==> config.mk <==
export PLATFORM = sky130hd
export DESIGN_NAME = dot_seq
export DESIGN_NICKNAME = d
export VERILOG_FILES = /design/src/rtl/dot_seq.sv
export SDC_FILE = /design/constraint.sdc
export NUM_CORES = 1
export LEC_CHECK = 0
export ABC_AREA = 1
export BUFFER_PORTS_ARGS = -buffer_cell sky130_fd_sc_hd__buf_2
export CORE_UTILIZATION = 30
export DETAILED_ROUTE_END_ITERATION = 10
export PLACE_DENSITY_LB_ADDON = 0.05
export SYNTH_ARGS = -nofsm -noshare
export SYNTH_HDL_FRONTEND = slang
export SYNTH_SLANG_ARGS = --single-unit
==> constraint.sdc <==
create_clock -name clk -period 4.25 [get_ports clk]
set_input_delay 0.425 -clock clk [delete_from_list [all_inputs] [get_ports clk]]
set_output_delay 0.425 -clock clk [all_outputs]
set_load 0.05 [all_outputs]
==> src/rtl/dot_seq.sv <==
// Dot-product operand sequencer: fetches A[i] and strided B[i] from a synchronous
// operand memory and drives the external ALU with MUL then ADD per element pair.
module dot_seq #(
    parameter int ADDR_W = 8,
    parameter int LEN_W  = 4
) (
    input  logic              clk,
    input  logic              rst,
    input  logic              start,
    input  logic [LEN_W-1:0]  len,
    input  logic [ADDR_W-1:0] base_a,
    input  logic [ADDR_W-1:0] base_b,
    input  logic [ADDR_W-1:0] stride_b,
    output logic [ADDR_W-1:0] mem_addr,
    output logic              mem_rd,
    input  logic [15:0]       mem_rdata,
    output logic [15:0]       alu_in1,
    output logic [15:0]       alu_in2,
    output logic [2:0]        alu_control,
    input  logic [15:0]       alu_out,
    output logic              busy,
    output logic              done,
    output logic [15:0]       result
);

    localparam logic [2:0] ALU_NOP = 3'b000;
    localparam logic [2:0] ALU_MUL = 3'b001;
    localparam logic [2:0] ALU_ADD = 3'b010;

    typedef enum logic [2:0] {
        S_IDLE, S_FETCH_A, S_FETCH_B, S_LATCH_B, S_MUL, S_ADD, S_ACC, S_DONE
    } state_t;

    state_t            state, state_nxt;
    logic [LEN_W-1:0]  len_q, k;
    logic [ADDR_W-1:0] stride_q, a_ptr, b_ptr;
    logic [15:0]       a_reg, b_reg, acc, result_q;

    // NOTE: sequential state uses non-blocking assignments so every register
    // samples pre-edge values, independent of statement order.
    always_ff @(posedge clk or posedge rst) begin
        if (rst) begin
            state    <= S_IDLE;
            len_q    <= '0;
            k        <= '0;
            stride_q <= '0;
            a_ptr    <= '0;
            b_ptr    <= '0;
            a_reg    <= '0;
            b_reg    <= '0;
            acc      <= '0;
            result_q <= '0;
        end else begin
            state <= state_nxt;
            case (state)
                S_IDLE: begin
                    if (start) begin
                        acc <= '0;
                        if (len != '0) begin
                            len_q    <= len;
                            stride_q <= stride_b;
                            a_ptr    <= base_a;
                            b_ptr    <= base_b;
                            k        <= '0;
                        end
                    end
                end
                S_FETCH_B: a_reg <= mem_rdata;
                S_LATCH_B: b_reg <= mem_rdata;
                S_ACC: begin
                    acc   <= alu_out;
                    a_ptr <= a_ptr + ADDR_W'(1);
                    b_ptr <= b_ptr + stride_q;
                    k     <= k + LEN_W'(1);
                end
                S_DONE:  result_q <= acc;
                default: ;
            endcase
        end
    end

    // NOTE: every combinational output gets a default first, so no path can
    // leave a signal unassigned and infer a latch.
    always_comb begin
        state_nxt   = state;
        mem_addr    = '0;
        mem_rd      = 1'b0;
        alu_in1     = '0;
        alu_in2     = '0;
        alu_control = ALU_NOP;
        done        = 1'b0;
        case (state)
            S_IDLE: begin
                if (start) state_nxt = (len == '0) ? S_DONE : S_FETCH_A;
            end
            S_FETCH_A: begin
                mem_addr  = a_ptr;
                mem_rd    = 1'b1;
                state_nxt = S_FETCH_B;
            end
            S_FETCH_B: begin
                mem_addr  = b_ptr;
                mem_rd    = 1'b1;
                state_nxt = S_LATCH_B;
            end
            S_LATCH_B: state_nxt = S_MUL;
            S_MUL: begin
                alu_control = ALU_MUL;
                alu_in1     = a_reg;
                alu_in2     = b_reg;
                state_nxt   = S_ADD;
            end
            S_ADD: begin
                // The product is still sitting in the ALU output register.
                alu_control = ALU_ADD;
                alu_in1     = acc;
                alu_in2     = alu_out;
                state_nxt   = S_ACC;
            end
            S_ACC: begin
                state_nxt = (k == len_q - LEN_W'(1)) ? S_DONE : S_FETCH_A;
            end
            S_DONE: begin
                done      = 1'b1;
                state_nxt = S_IDLE;
            end
            default: state_nxt = S_IDLE;
        endcase
    end

    assign busy   = (state != S_IDLE);
    assign result = (state == S_DONE) ? acc : result_q;

endmodule

==> flow_metrics.py <==
metrics = {
    "status": {
        "run_status": "finished clean",
    },
    "finish": {
        "n_antenna_cell": 0,
        "final_common_cell": "nand2_1",
        "nNetsFinal": 810,
        "multi_input_area_mm2": 0.001913,
        "layout.core_utilization_pct": 37.70,
        "drive_above_1_share_pct": 21.46,
        "area_growth_syn_to_layout_pct": 21.99,
        "sequential_cell_area_mm2": 0.002477,
        "layout.cells.most_common_list": "nand2_1, buf_2, inv_1",
        "layout.filler_cells": 1763,
    },
    "critical_path": {
        "worst_setup_path_end_kind": "primary output",
        "worstPathBufferInverterCount": 2,
        "rrSetupSlack_ns": 1.84,
        "cp_data_arrival_time_ns": 2.47,
        "slowest_delay_ns": 0.78,
        "critical-path-top-cell-by-count": "nand2_1",
        "critPathRequiredTime_ns": 3.83,
        "crit_fanout": 34,
        "cpLargestDelayFamily": "buffers and inverters",
        "worstSetupStartpointType": "flip-flop",
        "worst_path_max_delay_cell": "clkinv_1",
        "timing.setup.critical_path_class": "flip-flop to primary output",
        "crit_path_cell_trace": "nor2_2 > nand2_1 > clkinv_1 > nand2_1 > o21ai_0 > buf_2",
    },
    "detailed_routing": {
        "drt_iter0_drc": 164,
        "route.detailed.vias_per_inst": 4.553,
        "num_vias": 4357,
        "postRouteAntennaNets": 0,
        "final_routed_wire_length_divided_by_cell_count_um": 14.54,
        "drt_pre_antenna_iters": 5,
        "drt_wl_total_um": 13920,
        "detail_route.drc_violations": 0,
    },
    "global_routing": {
        "number_of_antenna_violations_at_the_first_check_in_global_routing": 0,
        "gr-total-overflow": 0,
        "track_usage_pct": 17.32,
        "grt_max_degree": 76,
        "vias_in_the_first_global_route": 4249,
        "wire_length_of_the_first_global_routing_pass_um": 22380,
    },
    "power": {
        "power.switching_fraction_pct": 24.74,
        "netSwitchingPower_mw": 0.4885,
        "max-vdd-ir-drop_mv": 0.1749,
        "share_seq_of_total_power_pct": 49.4,
        "powerDensity_mw_per_mm2": 328.5,
        "leakagePower_nw": 3.253,
        "clockPowerShare_pct": 43.8,
        "cellInternalPower_mw": 1.486,
        "power_frac_comb_pct": 6.8,
    },
    "cts": {
        "postCtsSetupBuffers": 0,
        "clockRootBuffer": "clkbuf_16",
        "ctsResizeCount": 0,
        "cts.htree.levels": 3,
        "post_cts_hold_buffer_count": 0,
        "cts-root-to-sink-buffers": 2,
        "cts_tree": "done",
        "clk-insertion-delay-late_ns": 0.35,
        "cts.sink_count": 99,
        "cts.reportedPaths.clkPinSlew_ns": 0.08,
        "tritoncts.num_buffers": 9,
    },
    "timing": {
        "finalSetupTns_ns": 0,
        "highest_clock_rate_mhz": 345.7,
        "slew_headroom_pct": 24.30,
        "rsz0062_at_grt": "no",
        "tightestPinTransition_ns": 1.132,
        "timing.clock.skew_ns": 0.01134,
        "final_period_minus_worst_setup_slack_ns": 2.892,
        "setup_viol": 0,
        "finalMaxSlewViolations": 0,
        "min_period_over_period_pct": 68.06,
        "final-hold-violation-count": 0,
    },
    "synth": {
        "area_of_the_mapped_netlist_mm2": 0.004927,
        "post-synth-top-area-cell": "dfrtp_1",
        "synth_cells": 627,
        "ys.warnings.count": 0,
        "ys_types": 28,
        "total_nets_after_synthesis": 701,
        "ys_seq_elements": 99,
        "top_cells_by_area_in_the_synthesized_netlist": "dfrtp_1, nand2_1, inv_1",
        "post_synth.cell_area_avg_um2": 7.858,
        "netlist.area_leader.share_pct": 50.28,
        "synth-seq-area-share_pct": 50.28,
    },
    "floorplan": {
        "die_x_um": 130.2,
        "number_of_primary_i_o_pins": 125,
        "core_mm2": 0.01594,
        "die_area_mm2": 0.01694,
        "starting_density_of_the_core_pct": 30.91,
        "floorplan.rows": 46,
        "floorplan.die.height_um": 130.2,
    },
    "placed_design": {
        "io_buffers": 123,
        "gp_routability_congestion": 0.8040,
        "post-dp-hpwl_um": 9886,
    },
    "run": {
        "max-cap-violations": 0,
    },
    "worst_hold_path": {
        "timing.hold.worst.class": "input port to flip-flop",
    },
}
-- stage by stage --
stage / hold WS (ns) / area, um2 / std cells / setup WS (ns) / power, mW
6_report: 0.2694 / 6011 / 957 / 1.358 / 1.974
3_3_place_gp: 0.4665 / 5699 / 941 / 1.793 / 1.131
2_1_floorplan: 0.4534 / 4927 / 627 / 1.122 / 1.071
3_5_place_dp: 0.4737 / 5699 / 941 / 1.721 / 1.132
5_1_grt: 0.2554 / 6011 / 957 / 1.171 / 2.058
4_1_cts: 0.2557 / 6011 / 957 / 1.325 / 2.005
-- worst paths after layout --
| kind | from | depth (start not counted) | to |
|---|---|---|---|
| setup / recovery | state[1]$_DFFE_PP0P_ | 6 | alu_in2[7] |
| hold / removal | stride_b[5] | 3 | stride_q[5]$_DFFE_PP0P_ |
| setup reg to reg | state[0]$_DFFE_PP0P_ | 4 | acc[3]$_DFFE_PP0P_ |
| hold reg to reg | b_reg[12]$_DFFE_PP0P_ | 2 | b_reg[12]$_DFFE_PP0P_ |
| max in group asynchronous | rst | 3 | a_reg[7]$_DFFE_PP0N_ |
| min in group asynchronous | rst | 2 | a_reg[13]$_DFFE_PP0N_ |
-- area by class of cell --
cell class | count | area share, %
clock buffers | 10 | 3.976
clock inverters | 6 | 1.207
repair buffers | 125 | 10.49
well taps | 216 | 4.496
multi-input cells | 393 | 31.83
flip-flops and latches | 99 | 41.22
inverters | 108 | 6.786
-- Yosys cell counts --
library cell and instances:
nand4_1 6, nor2_2 1, o21ai_0 74, o22ai_1 25
xnor2_1 2, buf_4 4, or2_2 3, nand3_1 29
inv_1 101, nand2_4 1, buf_2 12, nand3_2 2
fa_1 1, clkinv_1 1, a21oi_1 9, o21ai_1 19
clkbuf_1 11, ha_1 10, nor3_2 3, nand2_1 177
dfrtp_1 99, nor3_1 1, nand2_2 1, conb_1 1
nand3b_1 1, inv_2 6, nor2_1 20, o211ai_1 7
-- kinds of logic (layout without fill, tap and decap cells) --
group / after synthesis / count (layout) / synth area share, %
buffers and inverters: 135 / 249 / 10.89
XOR/XNOR: 2 / 2 / 0.3556
adder cells (fa/ha/maj): 11 / 11 / 2.946
flip-flops: 99 / 99 / 50.28
other: 1 / 1 / 0.07611
AO/OA/AOI/OAI: 134 / 134 / 14.60
AND/OR/NAND/NOR: 245 / 245 / 20.85
-- power groups by stage --
stage                     sequential, mW  combinational (mW)  clock (mW)
after floorplan                    0.992              0.0793           0
after global placement             0.995               0.137           0
after detailed placement           0.994               0.137           0
after CTS                          0.976               0.138       0.891
after global routing               0.979               0.150       0.929
final                              0.976               0.134       0.865
-- routing by layer --
| layer | track usage (%) | vias to the layer above | part of all wire (%) |
|---|---|---|---|
| met3 | 2.952 | 12 | 3.9 |
| met5 | 0 | - | 0 |
| met2 | 27.07 | 90 | 45 |
| li1 | - | 2207 | - |
| met4 | 5.882 | 0 | 1.2 |
| met1 | 24.19 | 2048 | 50 |
-- worst min-delay path, cell delays in order --
cell,delay [ns]
buf_2,0.08
nand2_1,0.04
nand2_1,0.04
Note: power is estimated with default switching activity, not from simulation.
